File: src/rtl/demux_frame_ctrl.sv
// Purpose: steers a serial valid/ready bit stream into 8 channel registers.
//          Bits go to the enabled channels in ascending order, and the assembled frame is held until it is acknowledged.
// Latency: a bit accepted at edge t lands in out_o[sel_o(t)] at edge t.
//          frame_valid_o rises on the edge of the last transfer.
// Backpressure: in_ready_o is high only while filling. A bit offered while not ready raises a one-cycle ovf_o pulse.
// Ports: clk/rst_n (async active-low); in_i/in_valid_i/in_ready_o serial input;
//        en_mask_i channel enables (sampled at frame start); frame_ack_i consumer ack;
//        sel_o demux select; out_o channel registers; frame_valid_o frame held; ovf_o overflow pulse.
module demux_frame_ctrl (
    input  logic       clk,
    input  logic       rst_n,
    input  logic       in_i,
    input  logic       in_valid_i,
    output logic       in_ready_o,
    input  logic [7:0] en_mask_i,
    input  logic       frame_ack_i,
    output logic [2:0] sel_o,
    output logic [7:0] out_o,
    output logic       frame_valid_o,
    output logic       ovf_o
);

    typedef enum logic [1:0] {
        IDLE = 2'd0,
        FILL = 2'd1,
        HOLD = 2'd2
    } state_e;

    state_e     state_q, state_d;
    logic [2:0] sel_q,   sel_d;
    logic [7:0] out_q,   out_d;
    logic [7:0] mask_q,  mask_d;
    logic       ovf_q,   ovf_d;

    logic       xfer;
    logic [7:0] above_bits;
    logic       last_chan;

    // Index of the lowest set bit (0 when the vector is empty).
    function automatic logic [2:0] lowest_set(input logic [7:0] m);
        logic [2:0] idx;
        idx = '0;
        for (int i = 7; i >= 0; i--) begin
            if (m[i]) idx = 3'(i);
        end
        return idx;
    endfunction

    assign xfer       = in_valid_i && (state_q == FILL);
    // Enabled channels strictly above the current one; empty means sel_q is the last channel.
    assign above_bits = mask_q & (8'hFE << sel_q);
    assign last_chan  = (above_bits == 8'h00);

    // State register
    always_ff @(posedge clk or negedge rst_n) begin
        if (!rst_n) begin
            state_q <= IDLE;
            sel_q   <= '0;
            out_q   <= '0;
            mask_q  <= '0;
            ovf_q   <= 1'b0;
        end else begin
            state_q <= state_d;
            sel_q   <= sel_d;
            out_q   <= out_d;
            mask_q  <= mask_d;
            ovf_q   <= ovf_d;
        end
    end

    // Next-state logic
    always_comb begin
        state_d = state_q;
        unique case (state_q)
            IDLE:    if (en_mask_i != 8'h00)  state_d = FILL;
            FILL:    if (xfer && last_chan)   state_d = HOLD;
            HOLD:    if (frame_ack_i)         state_d = IDLE;
            default:                          state_d = IDLE;
        endcase
    end

    // Datapath next values
    always_comb begin
        sel_d  = sel_q;
        out_d  = out_q;
        mask_d = mask_q;
        // The overflow flag is evaluated in every state, including FILL where it is always 0.
        ovf_d  = in_valid_i && (state_q != FILL);
        unique case (state_q)
            IDLE: begin
                if (en_mask_i != 8'h00) begin
                    mask_d = en_mask_i;
                    sel_d  = lowest_set(en_mask_i);
                    out_d  = '0;
                end
            end
            FILL: begin
                if (xfer) begin
                    out_d[sel_q] = in_i;
                    // On the last channel, sel holds so it stays frozen through HOLD.
                    if (!last_chan) sel_d = lowest_set(above_bits);
                end
            end
            default: ;
        endcase
    end

    // Outputs (Moore)
    always_comb begin
        in_ready_o    = (state_q == FILL);
        frame_valid_o = (state_q == HOLD);
    end

    assign sel_o = sel_q;
    assign out_o = out_q;
    assign ovf_o = ovf_q;

endmodule

File: config.mk
export PLATFORM = sky130hd
export DESIGN_NAME = demux_frame_ctrl
export DESIGN_NICKNAME = d
export VERILOG_FILES = /design/src/rtl/demux_frame_ctrl.sv
export SDC_FILE = /design/constraint.sdc
export NUM_CORES = 1
export LEC_CHECK = 0
export CORE_ASPECT_RATIO = 0.7
export CORE_MARGIN = 2
export CORE_UTILIZATION = 61
export CTS_CLUSTER_DIAMETER = 40
export CTS_CLUSTER_SIZE = 10
export DETAILED_ROUTE_END_ITERATION = 8
export DONT_BUFFER_PORTS = 1
export HOLD_SLACK_MARGIN = 0.08
export PLACE_DENSITY = 0.77
export SLEW_MARGIN = 30
export SYNTH_ARGS = -nofsm -noshare
export SYNTH_HDL_FRONTEND = slang
export SYNTH_SLANG_ARGS = --single-unit
File: constraint.sdc
create_clock -name clk -period 2.35 [get_ports clk]
set_input_delay 0.235 -clock clk [delete_from_list [all_inputs] [get_ports clk]]
set_output_delay 0.235 -clock clk [all_outputs]
set_load 0.03 [all_outputs]
== Word level (Yosys, flattened, before mapping) ==
Cells that the tools add are included.

* Register bits: 22
* Bits of input ports: 13
* Output and inout bits: 14
* Logic and storage cells: 59

* Order comparisons: 2
* Equality and inequality tests: 8
* Shifts and indexed selects: 1
* Multiplexer cells: 30
* Bitwise logic cells: 1
* Reduce and logical (&&, ||, !) cells: 12

{| class="wikitable"
|+ Operators by type and width
! cell !! count
|-
| 3-bit two-way mux || 19
|-
| 8-bit two-way mux || 2
|-
| 8-bit one-hot mux with 2 select lines || 1
|-
| 8-bit AND || 1
|-
| 8-bit bitwise mux || 1
|-
| 8-bit zero test || 1
|-
| 8-bit nonzero test || 1
|-
| 8-bit by 3-bit << shifter with 8-bit output (first input constant) || 1
|-
| 2-bit two-way mux || 3
|-
| 2-bit by 1-bit inequality test with 1-bit output (second input constant) || 3
|-
| 2-bit inequality test (second input constant) || 3
|-
| 2-bit one-hot mux with 3 select lines || 1
|-
| 3-bit one-hot mux with 2 select lines || 1
|-
| 3-bit AND reduction || 2
|-
| 1-bit logical AND || 4
|-
| 3-bit by 4-bit less-than comparator with 1-bit output (second input constant) || 1
|-
| 4-bit AND reduction || 1
|-
| 1-bit demux with 3-bit select || 1
|-
| 3-bit by 1-bit >= comparator with 1-bit output (second input constant) || 1
|-
| 2-bit by 1-bit equality test with 1-bit output (second input constant) || 1
|-
| 2-bit equality test (second input constant) || 1
|-
| 2-bit zero test || 1
|-
| 2-bit AND reduction || 1
|-
| 2-bit nonzero test || 1
|-
| 1-bit two-way mux || 1
|}

== Logic depth before layout (Yosys ltp) ==
Gate-level depths: netlist of the first run.

* Depth after elaboration: 13
* Gate-level depth with buffers: 6

== Worst setup path before layout of the first run ==
Ideal clock, no wire load.

* Kind: reg-to-reg
* From: register sel_q[0], in the netlist sel_o[0]
* To: register sel_q[2], in the netlist sel_o[2]
* Setup time: 124 ps
* Arrival time: 1,772 ps
* Slack: 454 ps
* Cell stages (with the launch flop): 6
* Period minus slack after synthesis: 1,896 ps
* Cell sequence: dfrtp_1 > buf_2 > a21bo_2 > o21ai_0 > o41ai_4 > o31a_1

* Word-level cells in the longest chain between the ends: 13
* Elaborated cells between the ends (all ways): 16
* Classes of those cells: eq/ne (1); shift (1); mux (11); bitwise (1); reduce/logical (2)

{| class="wikitable"
|+ Ends and longest elaborated chain
! item !! line !! RTL
|-
| start, declared || 30 || <nowiki>logic [2:0] sel_q, sel_d;</nowiki>
|-
| start signal, assigned || 64 || <nowiki>sel_q <= sel_d;</nowiki>
|-
| 8-bit by 3-bit << shifter with 8-bit output * || 51 || <nowiki>assign above_bits = mask_q & (8'hFE << sel_q);</nowiki>
|-
| 8-bit AND * || 51 ||
|-
| 3-bit two-way mux (8 in a row) || 44 || <nowiki>if (m[i]) idx = 3'(i);</nowiki>
|-
| 3-bit two-way mux || 101 || <nowiki>if (!last_chan) sel_d = lowest_set(above_bits);</nowiki>
|-
| 3-bit two-way mux || 98 || <nowiki>if (xfer) begin</nowiki>
|-
| 3-bit one-hot mux with 2 select lines || 89 || <nowiki>unique case (state_q)</nowiki>
|}

Every way passes the cells marked *; elsewhere a longest branch is shown, timed or not. The select of a mux whose other input is x is not followed.
A chain may end at the register's enable or synchronous reset.

== Final worst setup path of the first run ==
* From: register sel_q[1], in the netlist sel_o[1]
* To: register sel_q[2], in the netlist sel_o[2]

Same word-level chain as after synthesis.

==> metrics, run 1 <==
status=finished, final reports clean; clock power share=8.9%; Final Hold Viols=0; clk root buf=clkbuf_4; Crit Path Max Fanout=16; Max H-tree Level=1; final period utilization=86.59%; sequential share of power=40.6%; Worst-path clk slew=0.11 ns; Sw Ratio=50.17%; CP Class=flip-flop to flip-flop; Post-synth top flop=dfrtp_1; NetSw=1.000 mW; Setup WS post-layout=0.3152 ns; Post-CTS Setup Bufs=0; post-route ant nets=0; FF+latch count, synth=21; top cell type's share of synthesized area=42.17%; P_int=0.9935 mW; nets=164; Leak Pwr=0.5988 nW; Pwr per Cell Area=1408 nW/um^2; number of synthesized flops with an enable pin=0; Largest stage delay, worst path=0.56 ns; DP Worst Slack=0.3911 ns; Worst VDD drop=0.0009909 V; placer congestion estimate=0.8725; routed vias=1,116; largest net degree at the start of global routing=22; initial antenna violation count=0; Initial Util=66.05%; synth-to-layout area growth=13.65%; GRT Total Usage=28.96%; Tot Pwr=1.994 mW; filler cell count=142; Synth cell types=41; achievable clock frequency=491.4 MHz; Mapped Area=1246 um^2; CP Launch Type=flip-flop; Area contributors post-synth=dfrtp_1 42%, o21ai_0 6.8%, nand2_1 5.4%; unrepaired setup endpoints after global routing=no; global-route wire length before repair=5230 um; Worst Path Arrival=2.24 ns; post-route insts no fill=172; crit end category=flip-flop; DIE WIDTH=58.03 um; total of max-cap violations=0; commonest non-fill, non-tap cell in the layout=dfrtp_1; Initial DRC Count=63; Via density=6.488; Mapped Cells=136; detailed placement HPWL=2172 um; I/O pin count=27; worst hold slack=0.07321 ns; cts bufs inserted=3; Vert. Die Dim=41.82 um; critical path's slowest cell=dfrtp_1; standard-cell rows=13; Synth async-reset ratio=100.0%; sequential area share after synthesis=42.17%; buffers added on ports=0; Slew headroom=54.67%; Post-CTS Hold Buffers=10; WL final=3114 um; Finish-stage setup viols=0; # DRC=0; CTS Sinks=21; core area=1887 um^2; crit path buf inv count=0; number of diodes=0; Clock Latency Late Sink=0.31 ns; area leader, netlist=dfrtp_1; maximum root-to-sink buffer count=2; Final min period=2.035 ns; Post-Syn Nets=149; DIE AREA=2426 um^2; vias in the first global route=1,094; commonest cells after routing, fill and taps aside=21 x dfrtp_1, 18 x nand2_1, 17 x o21ai_0, 11 x nor2_1, 10 x dlygate4sd3_1; clk_skew=0.001189 ns; wire per inst=18.10 um; share of cells above drive strength 1=14.00%; Worst EP required=2.55 ns; worst-margin pin slew=0.6728 ns; CP delay by family, top=compound AO/OA/AOI/OAI gates; Post-Syn Area per Cell=9.163 um^2; CTS tree=done; Resized Gates After CTS=0; Hold Path Class=input pin to flip-flop; Max Slew Vio Count=0; Setup TNS=0 ns; dpl cells=157; crit path cell chain=a21bo_2 -> o21ai_0 -> o41ai_4 -> o31a_1; Congestion Overflow GR=0; yosys synthesis warning count=0; logic gate share of total power=50.6%; DRT Pass-1 Iters=4
## final timing paths
check / start / end / slack [ns] / cells after the start
max in group asynchronous: rst_n / mask_q[7] / 1.64 / 2
hold reg to reg: mask_q[3] / mask_q[3] / 0.51 / 2
setup / recovery: sel_o[1] / sel_o[2] / 0.32 / 4
min in group asynchronous: rst_n / out_o[2] / 0.40 / 2
setup reg to reg: sel_o[1] / sel_o[2] / 0.32 / 4
hold / removal: in_i / out_o[0] / 0.07 / 2
## power by group through the flow
stage                     clock [mW]  combinational (mW)  sequential, mW
final                          0.177                1.01           0.809
after global routing           0.198                1.10           0.833
after CTS                      0.178               0.993           0.806
after detailed placement           0               0.965           0.813
after global placement             0               0.928           0.805
after floorplan                    0               0.741           0.809
## per-stage QoR
step / utilization [%] / cell area (um^2)
after global placement: 68.10 / 1285
after CTS: 74.80 / 1411
final: 75.07 / 1416
after global routing: 75.07 / 1416
after floorplan: - / 1246
after detailed placement: 68.10 / 1285
## sequential cells by signal, indices dropped and copies added (netlist names)
register	count
out_o	8
state_q	2
mask_q	7
sel_o	3
ovf_o	1
## per-layer routing
layer	vias to the layer above	wire length (um)	GRT usage [%]
met4	0	31	5.581
li1	528	-	-
met5	-	0	0
met2	62	1436	45.45
met1	522	1333	39.60
met3	4	312	9.034
## layout make-up
class	instances	area (um^2)	share of cell area [%]
inverter	5	18.77	1.325
multi-input combinational	104	675.6	47.70
sequential	21	525.5	37.10
tap	22	27.53	1.943
clock buffer	4	26.28	1.855
timing repair buffer	16	142.6	10.07
## synthesized netlist by cell type, types with 2 or more instances
master    count
dfrtp_1      21
nand2_1      18
o21ai_0      17
nor2_1       11
inv_1         5
nand2b_1      5
mux2_2        4
nor2b_1       4
nor3_1        4
a21oi_1       3
a31oi_1       3
buf_2         3
clkbuf_1      3
nand3_1       2
nand4_1       2
nor3b_1       2
nor4_1        2
nor4_4        2
o31ai_1       2
or3b_2        2
## kinds of logic (layout without fill, tap and decap cells)
kind of cell           count (synthesis)  in the layout  synth area share (%)
AO/OA/AOI/OAI                         39             39                 22.79
buffers and inverters                 11             25                 3.614
flip-flops                            21             21                 42.17
multiplexers                           4              4                 3.614
AND/OR/NAND/NOR                       61             61                 27.81
Note: power is estimated with default switching activity, not from simulation.
==> run 2, diff against run 1 <==
CORE_UTILIZATION = 60   (was 61)
PLACE_DENSITY = 0.76   (was 0.77)
RECOVER_POWER = 25   (was default)
==> run 2 against run 1 <==
Sequential power shrank 1%. Power shrank 0.67%. Highest routed layer unchanged. Combinational power barely moved. Largest cell class unchanged. Setup slack better by 0.074 ns. Cell area up 0.44%.
==> metrics, run 2 (synthesis gave the netlist of run 1 again) <==
# DRC=0 (unchanged); Post-CTS Setup Bufs=0 (unchanged); WL final=2906 um (-6.7%); initial antenna violation count=0 (unchanged); Resized Gates After CTS=0 (unchanged); post-route ant nets=0 (unchanged); wire per inst=16.80 um (-7.2%); worst-margin pin slew=1.129 ns (+0.4566 ns); status=finished, final reports clean; Initial Util=65.48% (-0.56 points); Crit Path Max Fanout=16 (unchanged); buffers added on ports=0 (unchanged); Setup TNS=0 ns (unchanged); clk root buf=clkbuf_4; commonest cells after routing, fill and taps aside=21 x dfrtp_1, 18 x nand2_1, 17 x o21ai_0, 11 x nor2_1, 10 x dlygate4sd3_1; Post-CTS Hold Buffers=9 (-1); Leak Pwr=0.6010 nW (+0.36%); Vert. Die Dim=42.13 um (+0.75%); post-layout util=74.75% (-0.31 points); Congestion Overflow GR=0 (unchanged); standard-cell rows=13 (unchanged); Placed Area=1292 um^2 (+0.58%); Initial DRC Count=58 (-7.9%); CP delay by family, top=compound AO/OA/AOI/OAI gates; crit path cell chain=a21bo_2 -> o21ai_0 -> o41ai_4 -> o31a_1; total of max-cap violations=0 (unchanged); DIE WIDTH=58.47 um (+0.77%); Max Slew Vio Count=0 (unchanged); number of diodes=0 (unchanged); Final min period=1.961 ns (-0.07409 ns); number of flip-flops in the largest register=8 (unchanged); CTS Sinks=21 (unchanged); I/O pin count=27 (unchanged); crit path buf inv count=0 (unchanged); nets=165 (+0.61%); global-route wire length before repair=4968 um (-5.0%); Sequential Area=525.5 um^2 (unchanged); Worst EP required=2.55 ns (about the same); commonest non-fill, non-tap cell in the layout=dfrtp_1; final instance area=1423 um^2 (+0.44%); Final Hold Viols=0 (unchanged); routed vias=1,083 (-3.0%); GRT Total Usage=27.01% (-2.0 points); Multi-input gate area=675.6 um^2 (unchanged); Pwr per Cell Area=1392 nW/um^2 (-1.1%); Slew headroom=24.71% (-30 points); CP Launch Type=flip-flop; Finish-stage setup viols=0 (unchanged); crit end category=flip-flop; CP Class=flip-flop to flip-flop; DRT Pass-1 Iters=4 (unchanged); Max H-tree Level=1 (unchanged); core area=1903 um^2 (+0.86%); cts bufs inserted=3 (unchanged); Worst Path Arrival=2.16 ns (-0.08 ns); Via density=6.260 (-3.5%); Worst-path clk slew=0.11 ns (about the same); share of cells above drive strength 1=13.91% (-0.093 points); critical path's slowest cell=dfrtp_1; DIE AREA=2463 um^2 (+1.5%); Largest stage delay, worst path=0.56 ns (about the same); placer congestion estimate=0.8946 (+2.5%); achievable clock frequency=510.0 MHz (+3.8%); largest net degree at the start of global routing=22 (unchanged); final period utilization=83.44% (-3.2 points); detailed placement HPWL=2144 um (-1.3%); filler cell count=143 (+0.70%); maximum root-to-sink buffer count=2 (unchanged); CTS tree=done; clk_skew=0.001303 ns (+0.0001142 ns); unrepaired setup endpoints after global routing=no; Hold Path Class=input pin to flip-flop; vias in the first global route=1,040 (-4.9%); Worst VDD drop=0.001160 V (+17%); Clock Latency Late Sink=0.30 ns (about the same); synth-to-layout area growth=14.16%
run 2: changes by cell type in the layout (fill, tap and decap cells not counted):
cell	delta
buf_2	-1
clkbuf_1	+1
buf_4	+1
run 2: final timing paths:
kind	from	endpoint	slack, ns	cells after the start
max	sel_o[1]	sel_o[2]	0.39	4
min	in_valid_i	state_q[1]	0.09	1
max reg2reg	sel_o[1]	sel_o[2]	0.39	4
min reg2reg	mask_q[2]	mask_q[2]	0.51	2
max in group asynchronous	rst_n	sel_o[0]	1.02	2
min in group asynchronous	rst_n	out_o[4]	0.66	2
run 2: metal layers:
metal / wire length (um) / GRT usage [%]
met1: 1365 / 40.04
met2: 1306 / 40.00
met3: 219 / 8.333
met4: 14 / 2.791
met5: 0 / 0
run 2: where the power goes:
group / switching [mW] / total, mW / internal, mW
Combinational: 0.596 / 1.01 / 0.415
Sequential: 0.275 / 0.797 / 0.522
Clock: 0.105 / 0.171 / 0.0662
run 2: metrics by stage:
stage	total power, mW	setup WS (ns)	cells	hold slack, ns
after floorplan	1.550	0.4539	136	-0.06059
after global placement	1.751	0.4814	158	-0.06017
after detailed placement	1.787	0.4145	158	-0.06013
after CTS	1.979	0.3931	171	0.08051
after global routing	2.151	0.2085	173	0.09688
final	1.980	0.3892	173	0.08844
run 2: area by class of cell:
cell class,count,share of cell area (%)
multi-input combinational,104,47.49
sequential,21,36.94
tap,22,1.935
clock buffer,4,1.847
inverter,5,1.319
timing repair buffer,17,10.47
==> run 3, diff against run 2 <==
clock period = 2 ns   (was 2.35 ns; I/O delays follow)
==> run 3 against run 2 <==
First-iteration DRC count fell by 29%. Clock power rose by 19%. Non-clock buffer count rose by 1. Cell area rose by 0.53%. Die area did not move. Utilization rose by 0.39 points. Sequential share of layout area fell by 0.19 points. Critical path depth rose by 2. Power rose by 20%.
==> metrics, run 3 (synthesis gave the netlist of run 1 again) <==
Vert. Die Dim=42.13 um (unchanged); Max H-tree Level=1 (unchanged); I/O pin count=27 (unchanged); Leak Pwr=0.6056 nW (+0.76%); Tot Pwr=2.369 mW (+20%); largest net degree at the start of global routing=22 (unchanged); number of diodes=0 (unchanged); NetSw=1.175 mW (+20%); CTS tree=done; Worst EP required=2.21 ns (-0.34 ns); GRT Total Usage=27.39% (+0.39 points); P_int=1.193 mW (+19%); clk root buf=clkbuf_4; Resized Gates After CTS=0 (unchanged); Worst R2R Path Depth=6 (+2); commonest non-fill, non-tap cell in the layout=dfrtp_1; nets=166 (+0.61%); Crit Path Max Fanout=17 (+1); CP Launch Type=flip-flop; clk_skew=0.004288 ns (+0.002985 ns); # DRC=0 (unchanged); Placed Area=1300 um^2 (+0.58%); DIE WIDTH=58.47 um (unchanged); vias in the first global route=1,068 (+2.7%); maximum root-to-sink buffer count=2 (unchanged); post-route ant nets=0 (unchanged); wire per inst=17.22 um (+2.5%); filler cell count=150 (+4.9%); Sw Ratio=49.62% (+0.30 points); final instance area=1430 um^2 (+0.53%); routed vias=1,110 (+2.5%); flop2flop setup slack=0.18 ns (-0.20 ns); Initial Util=65.48% (unchanged); clock power share=8.6% (about the same); Worst VDD drop=0.001399 V (+21%); Via density=6.379 (+1.9%); WL final=2997 um (+3.1%); Finish-stage setup viols=0 (unchanged); Final min period=1.815 ns (-0.1456 ns); initial antenna violation count=0 (unchanged); DIE AREA=2463 um^2 (unchanged); buffers added on ports=0 (unchanged); status=finished, final reports clean; Congestion Overflow GR=0 (unchanged); DRT Pass-1 Iters=4 (unchanged); Pwr per Cell Area=1656 nW/um^2 (+19%); CP Class=flip-flop to flip-flop; unrepaired setup endpoints after global routing=no; Worst-path clk slew=0.11 ns (about the same); Initial DRC Count=41 (-29%); Final Hold Viols=0 (unchanged); core area=1903 um^2 (unchanged); total of max-cap violations=0 (unchanged); global-route wire length before repair=5057 um (+1.8%); Worst Path Arrival=2.02 ns (-0.14 ns); achievable clock frequency=550.9 MHz (+8.0%); Hold Path Class=input pin to flip-flop; Clock Latency Late Sink=0.30 ns (about the same); share of cells above drive strength 1=14.47% (+0.57 points); WHS Path Cells=2 (+1); detailed placement HPWL=2147 um (+0.14%); Slew headroom=24.35% (-0.36 points); Setup TNS=0 ns (unchanged); CTS Sinks=21 (unchanged); standard-cell rows=13 (unchanged); number of flip-flops in the largest register=8 (unchanged); logic gate share of total power=52.3% (+1.2 points); sequential share of power=39.1% (-1.2 points); worst-margin pin slew=1.135 ns (+0.005402 ns); Max Slew Vio Count=0 (unchanged); placer congestion estimate=0.9507 (+6.3%); synth-to-layout area growth=14.76%; crit end category=flip-flop; final period utilization=90.76% (+7.3 points); worst hold slack=0.1107 ns (+0.02228 ns); commonest cells after routing, fill and taps aside=21 x dfrtp_1, 18 x nand2_1, 17 x o21ai_0, 11 x nor2_1, 10 x dlygate4sd3_1; cts bufs inserted=3 (unchanged)
[run 3: metrics by stage]
stage                     setup slack [ns]  instances  util, %
after global routing               0.02828        174    75.15
after global placement              0.2992        159    68.31
final                               0.1849        174    75.15
after floorplan                     0.1039        136        -
after detailed placement            0.2228        159    68.31
after CTS                           0.1954        173    74.95
[run 3: power groups by stage]
stage / clock (mW) / combinational, mW / sequential [mW]
after floorplan: 0 / 0.871 / 0.950
after global placement: 0 / 1.16 / 0.922
after detailed placement: 0 / 1.19 / 0.931
after CTS: 0.211 / 1.21 / 0.919
after global routing: 0.227 / 1.37 / 0.949
final: 0.204 / 1.24 / 0.926
[run 3: what timing repair did]
action	4_1_cts	5_1_grt
hold buffers	10	1
endpoints found under the hold margin	32	21
buffers inserted	0	0
[run 3: metal layers]
| metal | up-vias | wire length (um) | track usage, % |
|---|---|---|---|
| met2 | 42 | 1282 | 40.90 |
| met5 | - | 0 | 0 |
| met3 | 2 | 252 | 8.333 |
| met4 | 0 | 24 | 5.581 |
| met1 | 540 | 1437 | 39.14 |
| li1 | 526 | - | - |
[run 3: final timing paths]
check,from,end
worst max-delay path,sel_o[2],sel_o[2]
worst min-delay path,in_valid_i,state_q[0]
worst max register to register,sel_o[2],sel_o[2]
worst min register to register,mask_q[3],mask_q[3]
max in group asynchronous,rst_n,out_o[5]
min in group asynchronous,rst_n,mask_q[2]
[run 3: worst max-delay path, cell delays in order (launching register included)]
cell,delay (ns)
dfrtp_1,0.36
buf_4,0.25
o2bb2ai_1,0.18
nand4_1,0.22
o41ai_4,0.47
nand2_1,0.11
o31a_1,0.11
[run 3: cell type report]
type	instances	area (um^2)	share of cell area [%]
Timing Repair Buffer	18	156.4	10.94
Inverter	5	18.77	1.312
Sequential cell	21	525.5	36.75
Clock buffer	4	26.28	1.837
Multi-Input combinational cell	104	675.6	47.24
Tap cell	22	27.53	1.925
